<file path="src/rtl/unsort_pkg.sv">
// Shared defaults, FSM state type and slicing helper for the unsort5_seq restore path.
package unsort_pkg;

  localparam int unsigned DefW  = 4;
  localparam int unsigned DefN  = 5;
  localparam int unsigned DefIW = 3;

  typedef enum logic [1:0] {
    StIdle,
    StScatter,
    StDone
  } state_e;

  // Element 0 lives in the MSBs of a packed vector of n elements, each w bits wide.
  function automatic int unsigned elem_lsb(int unsigned k, int unsigned n, int unsigned w);
    return (n - 1 - k) * w;
  endfunction

endpackage

</file>
<file path="src/rtl/unsort_idx_check.sv">
// Tag checker: tracks which result slots were written and flags out-of-range or repeated indices.
module unsort_idx_check #(
  parameter int unsigned N  = 5,
  parameter int unsigned IW = 3
) (
  input  logic          clk,
  input  logic          rst,
  input  logic          clear,
  input  logic          wr_en,
  input  logic [IW-1:0] wr_idx,
  output logic          err
);

  logic [N-1:0] mask_q, mask_d;
  logic         err_q, err_d;

  always_comb begin
    mask_d = mask_q;
    err_d  = err_q;
    if (clear) begin
      mask_d = '0;
      err_d  = 1'b0;
    end else if (wr_en) begin
      if (wr_idx >= IW'(N)) begin
        err_d = 1'b1;
      end
      for (int s = 0; s < int'(N); s++) begin
        if (wr_idx == IW'(s)) begin
          if (mask_q[s]) err_d = 1'b1;
          mask_d[s] = 1'b1;
        end
      end
    end
  end

  always_ff @(posedge clk or posedge rst) begin
    if (rst) begin
      mask_q <= '0;
      err_q  <= 1'b0;
    end else begin
      mask_q <= mask_d;
      err_q  <= err_d;
    end
  end

  assign err = err_q;

endmodule

</file>
<file path="src/rtl/unsort5_seq.sv">
// Scatters a sorted vector back into original slot order, one element per cycle.
// Optional tag checking is enabled by defining UNSORT_CHECK_EN.
module unsort5_seq
  import unsort_pkg::*;
#(
  parameter int unsigned W  = DefW,
  parameter int unsigned N  = DefN,
  parameter int unsigned IW = DefIW
) (
  input  logic            clk,
  input  logic            rst,
  input  logic            in_valid,
  output logic            in_ready,
  input  logic [N*W-1:0]  in_data,
  input  logic [N*IW-1:0] in_idx,
  output logic            out_valid,
  input  logic            out_ready,
  output logic [N*W-1:0]  out_data,
  output logic            err
);

  state_e            state_q, state_d;
  logic [IW-1:0]     k_q, k_d;
  logic [N*W-1:0]    data_q, data_d;
  logic [N*IW-1:0]   idx_q, idx_d;
  logic [W-1:0]      buf_q [N];
  logic [W-1:0]      buf_d [N];
  logic [IW-1:0]     cur_idx;
  logic [W-1:0]      cur_val;
  logic              accept;
  logic              scatter_wr;

  assign cur_idx    = idx_q[elem_lsb(32'(k_q), N, IW) +: IW];
  assign cur_val    = data_q[elem_lsb(32'(k_q), N, W) +: W];
  assign accept     = (state_q == StIdle) && in_valid;
  assign scatter_wr = (state_q == StScatter);

  assign in_ready  = (state_q == StIdle);
  assign out_valid = (state_q == StDone);

  always_comb begin
    state_d = state_q;
    k_d     = k_q;
    data_d  = data_q;
    idx_d   = idx_q;
    buf_d   = buf_q;
    unique case (state_q)
      StIdle: begin
        if (in_valid) begin
          data_d = in_data;
          idx_d  = in_idx;
          k_d    = '0;
          for (int s = 0; s < int'(N); s++) buf_d[s] = '0;
          state_d = StScatter;
        end
      end
      StScatter: begin
        // Out-of-range indices match no slot, so the element is simply dropped.
        for (int s = 0; s < int'(N); s++) begin
          if (cur_idx == IW'(s)) buf_d[s] = cur_val;
        end
        k_d = k_q + IW'(1);
        if (k_q == IW'(N - 1)) begin
          k_d     = '0;
          state_d = StDone;
        end
      end
      StDone: begin
        if (out_ready) state_d = StIdle;
      end
      default: state_d = StIdle;
    endcase
  end

  always_ff @(posedge clk or posedge rst) begin
    if (rst) begin
      state_q <= StIdle;
      k_q     <= '0;
      data_q  <= '0;
      idx_q   <= '0;
      for (int s = 0; s < int'(N); s++) buf_q[s] <= '0;
    end else begin
      state_q <= state_d;
      k_q     <= k_d;
      data_q  <= data_d;
      idx_q   <= idx_d;
      for (int s = 0; s < int'(N); s++) buf_q[s] <= buf_d[s];
    end
  end

  always_comb begin
    out_data = '0;
    for (int s = 0; s < int'(N); s++) begin
      out_data[elem_lsb(32'(s), N, W) +: W] = buf_q[s];
    end
  end

`ifdef UNSORT_CHECK_EN
  unsort_idx_check #(
    .N  (N),
    .IW (IW)
  ) u_idx_check (
    .clk    (clk),
    .rst    (rst),
    .clear  (accept),
    .wr_en  (scatter_wr),
    .wr_idx (cur_idx),
    .err    (err)
  );
`else
  logic unused_chk;
  assign unused_chk = accept ^ scatter_wr;
  assign err        = 1'b0;
`endif

endmodule
</file>
<file path="config.mk">
export PLATFORM = sky130hd
export DESIGN_NAME = unsort5_seq
export DESIGN_NICKNAME = d
export VERILOG_FILES = /design/src/rtl/unsort_pkg.sv /design/src/rtl/unsort_idx_check.sv /design/src/rtl/unsort5_seq.sv
export SDC_FILE = /design/constraint.sdc
export NUM_CORES = 1
export LEC_CHECK = 0
export CAP_MARGIN = 0
export CELL_PAD_IN_SITES_DETAIL_PLACEMENT = 0
export CELL_PAD_IN_SITES_GLOBAL_PLACEMENT = 1
export CORE_MARGIN = 4
export CORE_UTILIZATION = 37
export DETAILED_ROUTE_END_ITERATION = 7
export PLACE_DENSITY_LB_ADDON = 0.1
export SYNTH_ARGS = -nofsm -noshare
export SYNTH_HDL_FRONTEND = slang
export SYNTH_SLANG_ARGS = --single-unit
</file>
<file path="constraint.sdc">
create_clock -name clk -period 3.4 [get_ports clk]
set_clock_uncertainty 0.1 [all_clocks]
set_input_delay 0.51 -clock clk [delete_from_list [all_inputs] [get_ports clk]]
set_output_delay 0.51 -clock clk [all_outputs]
set_load 0.1 [all_outputs]
</file>
# ---- Word-level counts from Yosys, hierarchy flattened
# Cells that the tools add are included.
dict set report totals {
  register_bits 60
  latch_bits 0
  ramBits 0
  romBits 0
  input_bits 39
  out_inout_bits 23
  mem_count 0
}
dict set report classes {
  add_sub_neg 2
  mul 1
  div 0
  order_cmp 0
  eq_ne 15
  shifts 2
  mux 14
  bitwise_logic 0
  reduce_logical 11
}
# op n
set ops {}
lappend ops {{20-bit case mux with 2 select lines} 1}
lappend ops {{15-bit by 33-bit variable part select with 3-bit output} 1}
lappend ops {{20-bit by 33-bit variable part select with 4-bit output} 1}
lappend ops {{32-bit by 2-bit multiplier with 32-bit output, second input constant} 1}
lappend ops {{20-bit 2-to-1 mux} 1}
lappend ops {{4-bit 2-to-1 mux} 5}
lappend ops {{3-bit AND reduction} 6}
lappend ops {{2-bit by 1-bit != test with 1-bit output, second input constant} 7}
lappend ops {{3-bit by 2-bit equality test with 1-bit output, second input constant} 2}
lappend ops {{3-bit equality test, second input constant} 2}
lappend ops {{2-bit 2-to-1 mux} 3}
lappend ops {{3-bit 2-to-1 mux} 2}
lappend ops {{2-bit case mux with 3 select lines} 1}
lappend ops {{3-bit case mux with 2 select lines} 1}
lappend ops {{2-bit AND reduction} 2}
lappend ops {{3-bit by 3-bit subtractor with 4-bit output, first input constant} 1}
lappend ops {{3-bit by 1-bit adder with 3-bit output, second input constant} 1}
lappend ops {{3-bit by 1-bit equality test with 1-bit output, second input constant} 1}
lappend ops {{3-bit zero test} 1}
lappend ops {{2-bit by 1-bit equality test with 1-bit output, second input constant} 1}
lappend ops {{2-bit equality test, second input constant} 1}
lappend ops {{2-bit zero test} 1}
lappend ops {{2-bit != test, second input constant} 1}
lappend ops {{2-bit nonzero test} 1}

# ---- Logic depth before layout (Yosys ltp)
# Gate-level depths: netlist (run 1).
dict set report logic_depth {
  ltp_word 6
  ltp_mapped 14
  ltp_nobuf 11
}

# ---- Worst setup path before layout (run 1)
# No wires, ideal clock.
dict set report synth_path {
  path_kind {flip-flop to flip-flop}
  from {reg k_q[0]}
  to {reg buf_q (netlist bit out_data[0])}
  setup_ns 0.126
  arrival_time_ns 3.222
  setup_slack_ns -0.048
  path_stages_with_launch 15
  path_cell_list {dfrtp_1 > buf_6 > buf_4 > inv_1 > ha_1 > ha_1 > ha_1 > a21oi_2 > xnor2_2 > nor2_1 > a41oi_1 > a221oi_2 > or4b_1 > buf_2 > mux2i_1}
}
dict set report synth_via {
  elab_chain_len 6
}
# element line_no
set synth_lines {}
lappend synth_lines {{start: declaration} unsort5_seq.sv:23} ;# logic [IW-1:0] k_q, k_d;
lappend synth_lines {{start signal: assignment} unsort5_seq.sv:84} ;# k_q <= k_d;
lappend synth_lines {{3-bit by 3-bit subtractor with 4-bit output (*)} unsort_pkg.sv:16} ;# return (n - 1 - k) * w;
lappend synth_lines {{32-bit by 2-bit multiplier with 32-bit output} unsort_pkg.sv:16}
lappend synth_lines {{15-bit by 33-bit variable part select with 3-bit output} unsort5_seq.sv:33} ;# assign cur_idx = idx_q[elem_lsb(32'(k_q), N, IW) +: IW];
lappend synth_lines {{3-bit equality test} unsort5_seq.sv:60} ;# if (cur_idx == IW'(s)) buf_d[s] = cur_val;
lappend synth_lines {{2-bit by 1-bit != test with 1-bit output (no line)} n/a}
lappend synth_lines {{3-bit AND reduction (no line)} n/a}
lappend synth_lines {{end: declaration} unsort5_seq.sv:26} ;# logic [W-1:0] buf_q [N];
# Every way passes the cells marked *; elsewhere a longest branch is shown, timed or not. The select of a mux whose other input is x is not followed.
# A chain may end at the register's enable or synchronous reset.

# ---- Worst setup path in the final report (run 1)
dict set report layout_path {
  from {reg k_q[1]}
  to {reg buf_q (netlist bit out_data[2])}
}
# The elaborated chain is that of the path after synthesis.

==> flow_metrics.tcl, run 1 <==
set metrics [dict create \
    drive_above_1_share 0.231 \
    vias_per_cell 5.08 \
    gp_congestion 0.822 \
    routedWlPerCell_um 16.2 \
    die_height_um 100 \
    grt_pass1_wl_mm 12.1 \
    die_area_mm2 0.0101 \
    clk_pin_slew_ns 0.07 \
    cap_viol_max_count 0 \
    rsz0062_at_grt "false" \
    dp_slack_ns 0.212 \
    worstReg2RegStart "k_q[1]" \
    insertion_delay_ns 0.34 \
    dp_hpwl_mm 5.40 \
    critical_path_class "flip-flop to flip-flop" \
    r2r_end "out_data[2]" \
    antenna_found_initial 0 \
    ioPinCount 62 \
    synth_fa_ha_area_frac 0.0237 \
    required_ns 3.51 \
    worstPathArrival_ns 3.30 \
    synth_compound_area_frac 0.0926 \
    routed_wl_mm 7.39 \
    cts.sinks 60 \
    cts_buffer_depth 2 \
    rrSetupSlack_ns 0.21 \
    synth_edf_count 0 \
    drv_slew 0 \
    core_mm2 0.00826 \
    setup_viol 0 \
    synthXorXnorAreaFrac 0.00514 \
    root_buffer "clkbuf_8" \
    min_period_ns 3.19 \
    hold_viol 0 \
    tns_ns 0 \
    synth-simple-area-share 0.121 \
    die_w_um 100 \
    cp-end-kind "flip-flop" \
    seq_area_frac_synth 0.475 \
    grt_max_degree 47 \
    crit_path_start_kind "flip-flop" \
    relSlewSlack 0.306 \
    ctsHoldBuffers 0 \
    synthCells 280 \
    layout.nets 390 \
    synthesis.area_mm2 0.00316 \
    post-route-drc-count 0 \
    holdCritPathClass "flip-flop to flip-flop" \
    synthFlopType "dfrtp_1" \
    finalCritPeriodShare 0.937 \
    gr-usage-all-layers 0.155 \
    vias 2313 \
    antenna_cells 0 \
    status "complete, no violations" \
    async_reset_ff_frac 1.00 \
    yosysWarningCount 0 \
    initial_core_util 0.383 \
    ant_nets 0 \
    crit_path_max_fanout 10 \
    io_buffers 60 \
    htreeDepth 3 \
    worst_slack_ns 0.214 \
    cts-buffers-inserted 9 \
    avgSynthCellArea_um2 11.3 \
    dr.pass1.iters 4 \
    tightestPinTransition_ns 1.04 \
    crit_path_start "k_q[1]" \
    synth_mux_area_frac 0.242 \
    grt_pass1_vias 2434 \
    synth_top_family_by_area "multiplexers" \
    syn_nets 325 \
    cts_tree "built" \
    ys_ff_latch 60 \
    ys_types 45 \
    crit_end "out_data[2]" \
    drt_iter0_drc 56 \
    syn_to_final_growth_pct 30.3 \
    rows 33 \
    grt-ovfl-total 0 \
    max_clock_freq_mhz 314 \
    r2r_cells 11 \
]
==> layout by cell type (no fill, tap or decap), types with 3 or more instances in the layout <==
cell,Yosys,routed
o21ai_0,7,7
a21oi_1,8,8
nor2_1,17,17
nor2b_1,3,3
mux2i_1,27,27
clkdlybuf4s50_1,0,58
mux2_2,36,36
o22a_1,4,4
inv_1,11,10
clkinv_2,0,3
dfrtp_1,60,60
o32ai_1,3,3
nand3_1,6,6
clkbuf_8,0,9
nand2b_1,6,6
nand2_1,33,33
buf_4,3,11
mux4_2,4,4
ha_1,6,5
==> state kept, by name, summed over array words and instances, names as in the netlist <==
signal    flops
idx_q        15
k_q           3
state_q       2
data_q       20
out_data     20
==> area by class of cell <==
type                    instances  area, um^2
clock buffers                  11         131
well taps                     105         131
multi-input cells             193        1580
fillers                       793        4140
clock inverters                 5        52.6
flip-flops and latches         60        1500
repair buffers                 70         683
inverters                      11        41.3
==> routing by layer <==
layer  global-route usage  share of wire  wire, um  vias to the layer above
met5                    0              0         0                        -
met3               0.0493          0.051       380                       10
met2                0.247           0.47      3460                       46
met1                0.203           0.47      3460                     1129
met4               0.0404          0.012        92                        0
li1                     -              -         -                     1128
==> synth_stat cells (2+ instances only) <==
library cell / instances / area [um^2]
buf_4: 3 / 22.5
nand2_1: 33 / 124
nor2b_1: 3 / 18.8
o22ai_1: 2 / 12.5
o21ai_0: 7 / 35.0
nand2b_1: 6 / 37.5
mux4_2: 4 / 90.1
o22a_1: 4 / 35.0
a21boi_0: 2 / 15.0
a221oi_2: 2 / 30.0
buf_2: 4 / 20.0
nand4_1: 2 / 12.5
nand3_1: 6 / 30.0
inv_1: 11 / 41.3
mux2_2: 36 / 405
dfrtp_1: 60 / 1500
clkbuf_1: 8 / 30.0
mux2i_1: 27 / 270
ha_1: 6 / 75.1
nor2_1: 17 / 63.8
a21oi_1: 8 / 40.0
o31ai_1: 2 / 15.0
o32ai_1: 3 / 26.3
nor3_1: 2 / 10.0
nand2b_4: 2 / 27.5
==> timing repair <==
action / in CTS / in global routing
setup endpoints to repair: 0 / 2
setup buffers: 0 / 0
resized for setup: 0 / 4
==> cells by family (layout without fill, tap and decap cells) <==
group                    Yosys count  after routing
AO/OA/AOI/OAI                     40             40
XOR/XNOR                           1              1
adder cells (fa/ha/maj)            6              6
buffers and inverters             27             97
flip-flops                        60             60
multiplexers                      67             67
other                              1              1
AND/OR/NAND/NOR                   78             78
==> worst max-delay path, cell delays in order (launching register included) <==
cell and delay, ns:
dfrtp_1 0.38, inv_1 0.14, ha_1 0.21, ha_4 0.24
ha_1 0.32, a21oi_4 0.24, xnor2_4 0.20, nor2_1 0.10
a41oi_1 0.25, a221oi_2 0.07, or4b_1 0.66, mux2i_1 0.17
==> stage by stage <==
step / cell area [um^2] / hold WS (ns) / cells / util
final: 4120 / 0.402 / 455 / 0.499
after global routing: 4120 / 0.423 / 455 / 0.499
after CTS: 4090 / 0.410 / 455 / 0.495
after detailed placement: 3910 / 0.393 / 439 / 0.473
after global placement: 3910 / 0.385 / 439 / 0.473
after floorplan: 3170 / 0.374 / 280 / -
==> worst min path at each step <==
stage / start / endpoint / slack (ns) / depth (start not counted)
global route: data_q[5] / data_q[5] / 0.42 / 1
CTS: data_q[5] / data_q[5] / 0.41 / 1
finish: data_q[4] / data_q[4] / 0.40 / 1
detailed placement: data_q[5] / data_q[5] / 0.39 / 1
global placement: data_q[2] / data_q[2] / 0.39 / 1
floorplan: idx_q[7] / idx_q[7] / 0.37 / 1
Power of run 1 is not shown: default switching activity piles up to over one toggle a cycle in this logic, so the estimate is an artifact.
==> inputs of run 2 (changes only) <==
- GPL_ROUTABILITY_DRIVEN: unset -> 0
==> run 2 against run 1 <==
  * Sequential share of layout area shrank 0.055 points
  * Count of clock-buffer cells in the layout is 1 lower
  * Worst setup slack got worse by 0.029 ns
  * Core utilization up 0.076 points
  * Final area increased by 0.15%
  * Register-to-register slack worse by 0.03 ns
  * Maximum frequency shrank 0.90%
  * Worst hold slack about the same
  * First-iteration DRC count is 73% higher
  * Flip-flop and latch count is the same
  * Cell count is 0.44% lower
  * Critical endpoint is now out_data[1]
  * Largest cell class unchanged
==> flow_metrics.tcl, run 2 (synthesis gave the netlist of run 1 again) <==
set metrics [dict create \
    worst_hold_startpoint "idx_q[7]" \
    drive_above_1_share 0.224 \
    post-route-drc-count 0 \
    min_path_cells 1 \
    r2r_cells 10 \
    cp-end-kind "flip-flop" \
    regArea_mm2 0.00150 \
    root_buffer "clkbuf_8" \
    cts_tree "built" \
    drt_iter0_drc 97 \
    drv_slew 0 \
    dr.pass1.iters 6 \
    hold_viol 0 \
    routed_wl_mm 7.08 \
    cts-buffers-inserted 9 \
    crit_path_max_fanout 10 \
    grt_pass1_vias 2435 \
    fill_cells 771 \
    ant_nets 0 \
    grt_max_degree 42 \
    ioPinCount 62 \
    worst_slack_ns 0.185 \
    syn_to_final_growth_pct 30.5 \
    ctsHoldBuffers 0 \
    worstReg2RegStart "k_q[1]" \
    dp_slack_ns 0.188 \
    multi_input_area_mm2 0.00155 \
    insertion_delay_ns 0.34 \
    rrSetupSlack_ns 0.19 \
    final_common_cell "dfrtp_1" \
    holdCritPathClass "flip-flop to flip-flop" \
    antenna_found_initial 0 \
    crit_path_start_kind "flip-flop" \
    grt-ovfl-total 0 \
    cts.sinks 60 \
    status "complete, no violations" \
    tns_ns 0 \
    whs_endpoint "idx_q[7]" \
    cts_buffer_depth 2 \
    vias 2317 \
    rsz0062_at_grt "true" \
    max_clock_freq_mhz 311 \
    io_buffers 60 \
    min_period_ns 3.21 \
    dp_hpwl_mm 5.17 \
    rows 33 \
    die_height_um 100 \
    antenna_cells 0 \
    initial_core_util 0.383 \
    r2r_end "out_data[1]" \
    setup_viol 0 \
    die_area_mm2 0.0101 \
    core_mm2 0.00826 \
    final_cell_mix "60 x dfrtp_1, 58 x clkdlybuf4s50_1, 36 x mux2_2" \
    grt_pass1_wl_mm 11.9 \
    required_ns 3.51 \
    tightestPinTransition_ns 0.974 \
    gr-usage-all-layers 0.151 \
    htreeDepth 3 \
    critical_path_class "flip-flop to flip-flop" \
    routedWlPerCell_um 15.6 \
    cap_viol_max_count 0 \
    clk_pin_slew_ns 0.07 \
    vias_per_cell 5.11 \
    finalCritPeriodShare 0.946 \
    die_w_um 100 \
    relSlewSlack 0.348 \
    layout.nets 388 \
    worstPathArrival_ns 3.32 \
]
## run 2: per-layer routing
layer,global-route usage,vias to the layer above,wire [um]
met5,0,-,0
met4,0.0663,0,165
met3,0.0473,16,432
met2,0.223,64,3230
met1,0.203,1116,3250
li1,-,1121,-
## run 2: area by class of cell
| cell class | count | share of cell area |
|---|---|---|
| clock buffer | 10 | 0.0309 |
| clock inverter | 6 | 0.0215 |
| inverter | 11 | 0.0100 |
| multi-input combinational | 193 | 0.377 |
| sequential | 60 | 0.364 |
| tap | 105 | 0.0318 |
| timing repair buffer | 68 | 0.165 |
## run 2: worst max-delay path by stage
stage | slack (ns) | startpoint | cells past startpoint | end
2_1_floorplan | 0.03 | k_q[0] | 14 | out_data[0]
3_3_place_gp | 0.26 | k_q[1] | 10 | out_data[1]
3_5_place_dp | 0.19 | k_q[1] | 11 | out_data[13]
4_1_cts | 0.15 | k_q[1] | 11 | out_data[12]
5_1_grt | -0.06 | k_q[1] | 11 | out_data[13]
6_report | 0.19 | k_q[1] | 10 | out_data[1]
## run 2: timing repair
| action | in CTS | in global routing |
|---|---|---|
| resized for setup | 0 | 1 |
| setup endpoints to repair | 0 | 18 |
| setup buffers | 0 | 1 |
## run 2: metrics by stage
stage	cell area, um^2	hold WS (ns)	util	std cells
floorplan	3170	0.374	-	280
CTS	4110	0.404	0.498	452
detailed placement	3890	0.388	0.472	436
global route	4130	0.425	0.500	453
finish	4130	0.402	0.500	453
global placement	3890	0.384	0.472	436
## run 2: worst max-delay path: stages, from the launching register on
cell and delay [ns]:
dfrtp_1 0.38, inv_1 0.13, ha_1 0.20, ha_4 0.23
ha_1 0.29, a21oi_2 0.24, xnor2_2 0.17, nor4_1 0.47
nor2_1 0.08, or4b_1 0.62, mux2i_1 0.16
Power of run 2 is left out for the same reason.
==> inputs of run 3 (changes only) <==
- ABC_AREA: unset -> 1
- CORE_UTILIZATION: 37 -> 34
==> run 3 against run 2 <==
  * First-iteration DRC count grew 66%
  * Routed wire length rose by 23%
  * Maximum frequency grew 14%
  * Register-to-register slack improved by 0.38 ns
  * Non-clock buffer count did not move
  * Via count up 31%
  * Count of clock-buffer cells in the layout did not move
  * Worst setup slack improved by 0.38 ns
  * Worst hold slack got worse by 0.032 ns
  * Area after synthesis is 4.9% higher
==> flow_metrics.tcl, run 3 <==
set metrics [dict create \
    status "complete, no violations" \
    synth_top_family_by_area "simple AND/OR/NAND/NOR gates" \
    syn_to_final_growth_pct 28.1 \
    rows 35 \
    worst_slack_ns 0.568 \
    multi_input_area_mm2 0.00156 \
    dr.pass1.iters 4 \
    synthTopCellsByCount "179 x nand2_1, 60 x dfrtp_1, 58 x nand3_1" \
    yosysTopAreaCellShare 0.453 \
    grt_max_degree 55 \
    dp_slack_ns 0.577 \
    ys_ff_latch 60 \
    tns_ns 0 \
    seq_area_frac_synth 0.453 \
    synthesis.area_mm2 0.00332 \
    final_cell_mix "179 x nand2_1, 60 x dfrtp_1, 58 x nand3_1, 58 x clkdlybuf4s50_1, 32 x inv_1" \
    critical_path_class "flip-flop to flip-flop" \
    synth_mux_area_frac 0 \
    insertion_delay_ns 0.34 \
    post-route-drc-count 0 \
    regArea_mm2 0.00150 \
    holdCritPathClass "flip-flop to flip-flop" \
    async_reset_ff_frac 1.00 \
    min_period_ns 2.83 \
    required_ns 3.58 \
    critical-path-slowest-cell "dfrtp_1" \
    drt_iter0_drc 161 \
    final_common_cell "nand2_1" \
    grt_pass1_vias 3006 \
    cp-end-kind "flip-flop" \
    tightestPinTransition_ns 0.976 \
    cts-buffers-inserted 9 \
    ys_types 29 \
    drv_slew 0 \
    synth_compound_area_frac 0.0713 \
    cts_tree "built" \
    ant_nets 0 \
    finalCritPeriodShare 0.833 \
    vias 3040 \
    relSlewSlack 0.348 \
    avgSynthCellArea_um2 7.27 \
    yosysWarningCount 0 \
    rsz0062_at_grt "false" \
    synth_fa_ha_area_frac 0.0226 \
    cts_buffer_depth 2 \
    synthXorXnorAreaFrac 0.00264 \
    die_w_um 107 \
    hold_viol 0 \
    yosysMostFrequentCell "nand2_1" \
    core_mm2 0.00937 \
    io_buffers 60 \
    gr-usage-all-layers 0.160 \
    die_area_mm2 0.0114 \
    clk_pin_slew_ns 0.07 \
    drive_above_1_share 0.0998 \
    antenna_found_initial 0 \
    ctsResizeCount 0 \
    setup_viol 0 \
    cts_setup_buffers 0 \
    synth-simple-area-share 0.373 \
    crit_chain "inv_1 > ha_1 > ha_1 > ha_1 > nand2_1 > nand2_1 > nand2_1 > nand2_1 > inv_1 > a21oi_1 > nand2_1 > nand2_1 > nand2_1 > nor2_2 > nand3_2 > nand2_2 > nand2_1 > nand2_1" \
    synth.largest_area_cell "dfrtp_1" \
    routed_wl_mm 8.67 \
    max_stage_delay_ns 0.38 \
    grt_pass1_wl_mm 14.6 \
    dp_hpwl_mm 6.32 \
    fin_util 0.453 \
    antenna_cells 0 \
    crit_path_start_kind "flip-flop" \
    synthFlopType "dfrtp_1" \
    max_clock_freq_mhz 353 \
    crit_path_max_fanout 7 \
    layout.nets 561 \
    syn_nets 501 \
    fill_cells 1018 \
    root_buffer "clkbuf_8" \
    cp_common_cell "nand2_1" \
    cap_viol_max_count 0 \
    routedWlPerCell_um 13.3 \
    worstPathArrival_ns 3.01 \
    synth_area_leaders "dfrtp_1 45%, nand2_1 20%, nand3_1 8.8%" \
    initial_core_util 0.354 \
    synthCells 456 \
    synth_edf_count 0 \
    cts.sinks 60 \
    ctsHoldBuffers 0 \
    grt-ovfl-total 0 \
    vias_per_cell 4.68 \
    die_height_um 107 \
    htreeDepth 3 \
    ioPinCount 62 \
]
-- run 3: cell types whose count changed in the layout (fill, tap and decap cells not counted), sizes merged, moves of 4 or more --
cell	before	now
inv	11	38
mux2	36	0
mux2i	27	0
mux4	4	0
nand2	34	191
nand2b	8	0
nand3	6	61
nor2	17	30
o21ai	7	23
o22a	4	0
-- run 3: worst paths after layout --
check | start | to | slack (ns) | cells past startpoint
hold reg to reg | data_q[0] | data_q[0] | 0.37 | 2
setup / recovery | k_q[1] | out_data[5] | 0.57 | 18
min in group asynchronous | rst | data_q[6] | 0.51 | 2
max in group asynchronous | rst | idx_q[1] | 2.00 | 3
hold / removal | data_q[0] | data_q[0] | 0.37 | 2
setup reg to reg | k_q[1] | out_data[5] | 0.57 | 18
-- run 3: cells by family (layout without fill, tap and decap cells) --
kind of cell | Yosys count | in the layout
AOI/OAI and AO/OA | 41 | 41
xor gates and xnor gates | 1 | 1
adders and majority gates | 6 | 6
buffers and inverters | 59 | 124
DFF | 60 | 60
other | 1 | 1
and+or+nand+nor | 288 | 288
-- run 3: metal layers --
layer  share of wire  wire length, um  up-vias  track usage
met5               0                0        -            0
met4           0.014              119        0       0.0612
met3           0.047              410        9       0.0307
met2            0.45             3940       72        0.248
met1            0.48             4200     1391        0.222
li1                -                -     1568            -
-- run 3: final cells by class --
type / count / share of cell area
Clock buffer: 10 / 0.0300
Inverter: 40 / 0.0353
Sequential cell: 60 / 0.353
Clock inverter: 6 / 0.0209
Multi-Input combinational cell: 337 / 0.368
Tap cell: 129 / 0.0380
Timing Repair Buffer: 68 / 0.154
-- run 3: worst max-delay path, delay by kind of cell (launching register included) --
kind,cells,cell delay [ns]
AO/OA/AOI/OAI,1,0.12
adder cells (fa/ha/maj),3,0.86
buffers and inverters,2,0.18
flip-flops,1,0.38
AND/OR/NAND/NOR,12,1.13
-- run 3: through the flow --
step	area, um^2	hold WS [ns]	cells
finish	4250	0.371	650
global placement	4030	0.362	634
detailed placement	4030	0.361	634
CTS	4250	0.378	650
global route	4250	0.399	650
floorplan	3320	0.344	456
Power of run 3 is left out for the same reason.
==> variant, RTL diff (settings of run 3) <==
Set the package constant `DefW` to 8 (it was 4).
--- a/src/rtl/unsort_pkg.sv
+++ b/src/rtl/unsort_pkg.sv
@@ -2,5 +2,5 @@
 package unsort_pkg;
 
-  localparam int unsigned DefW  = 4;
+  localparam int unsigned DefW  = 8;
   localparam int unsigned DefN  = 5;
   localparam int unsigned DefIW = 3;
Ports: changed (resized in_data and out_data); port bits go from 62 to 102. No check against the original RTL was run, so the function may have changed too.
==> variant against run 3 <==
Count of clock-buffer cells in the layout fell by 1; first-iteration DRC count up 93%; sequential share of layout area increased by 2.7 points; worst setup slack got worse by 0.29 ns; cell area grew 55%; die area is 49% higher; hold slack gained 0.0072 ns; fmax decreased by 9.2%; sequential cell count grew 40; synthesized cell count rose by 43%; routed wire length increased by 66%; synthesized area up 54%.
Power is not shown: default switching activity piles up to over one toggle a cycle in this logic, so the estimate is an artifact.
==> variant: results <==
export IMPL_status="finished, final reports clean"
export IMPL_cp_startpoint="k_q[1]$_DFFE_PP0P_"
export IMPL_port_buffers=100
export IMPL_drive_gt1_share_pct=9.99
export IMPL_dp_cells=920
export IMPL_reg2reg_depth=16
export IMPL_ys_types=33
export IMPL_path_delay_family="adder cells"
export IMPL_clock_root_buffer="clkbuf_16"
export IMPL_grt_pass1_vias=4823
export IMPL_synth_area_top_cells="dfrtp_1, nand2_1, nand3_1"
export IMPL_critPathArrivalTime_ns=3.31
export IMPL_critPathMaxFanout=9
export IMPL_dp_hpwl_um=10100
export IMPL_nNetsFinal=813
export IMPL_hp_start="data_q[2]$_DFFE_PP0P_"
export IMPL_yosysSeqAreaShare_pct=49.1
export IMPL_drt_iter0_markers=310
export IMPL_syn_nets=717
export IMPL_vias=4526
export IMPL_grt_max_degree=91
export IMPL_slew_headroom_pct=31.9
export IMPL_cts_max_path_buffers=2
export IMPL_firstDrtPassIters=5
export IMPL_wl_um=14400
export IMPL_n_fill_cell=1510
export IMPL_cts_buffers=9
export IMPL_clock_latency_ns=0.36
export IMPL_grt_total_usage_pct=17.8
export IMPL_vias_per_cell=4.84
export IMPL_cp_slowest_stage_delay_ns=0.59
export IMPL_diodes=0
export IMPL_synth_cells=651
==> variant: tightest hold or removal path: cells and delay by family (launching register included) <==
| family | cells | cell delay (ns) |
|---|---|---|
| flip-flops | 1 | 0.34 |
| AND/OR/NAND/NOR | 2 | 0.10 |
==> variant: path summary, 6_finish.rpt <==
check	endpoint	slack (ns)
hold / removal	data_q[2]$_DFFE_PP0P_	0.38
min in group asynchronous	out_data[28]$_DFFE_PP0P_	0.45
max in group asynchronous	data_q[9]$_DFFE_PP0P_	2.04
hold reg to reg	data_q[2]$_DFFE_PP0P_	0.38
setup reg to reg	out_data[2]$_DFFE_PP0P_	0.28
setup / recovery	out_data[2]$_DFFE_PP0P_	0.28
==> variant: metrics by stage <==
stage	worst slack, ns	cell area, sq um	hold slack (ns)
2_1_floorplan	0.0216	5100	0.344
3_3_place_gp	0.332	6280	0.356
3_5_place_dp	0.187	6280	0.360
4_1_cts	0.171	6580	0.381
5_1_grt	0.0210	6580	0.395
6_report	0.282	6580	0.378
==> variant: area by class of cell <==
type	instances	area (sq um)	share of cell area, %
Tap cell	184	230	3.50
Clock inverter	6	71.3	1.08
Clock buffer	9	225	3.42
Inverter	44	168	2.55
Timing Repair Buffer	113	1090	16.5
Sequential cell	100	2500	38.0
Multi-Input combinational cell	479	2300	34.9
==> variant: logic make-up after synthesis <==
kind of cell	after synthesis	share of synthesized area, %
other cells	1	0.0736
flops	100	49.1
fa+ha+maj	7	1.87
buf+inv	72	5.82
xor+xnor	2	0.344
simple gates	397	34.6
compound gates	72	8.15
==> variant: routing by layer <==
| layer | vias to the layer above | track usage (%) | wire [um] |
|---|---|---|---|
| li1 | 2264 | - | - |
| met1 | 2143 | 23.0 | 6470 |
| met2 | 97 | 29.9 | 7030 |
| met3 | 22 | 4.43 | 635 |
| met4 | 0 | 4.90 | 244 |
| met5 | - | 0 | 0 |
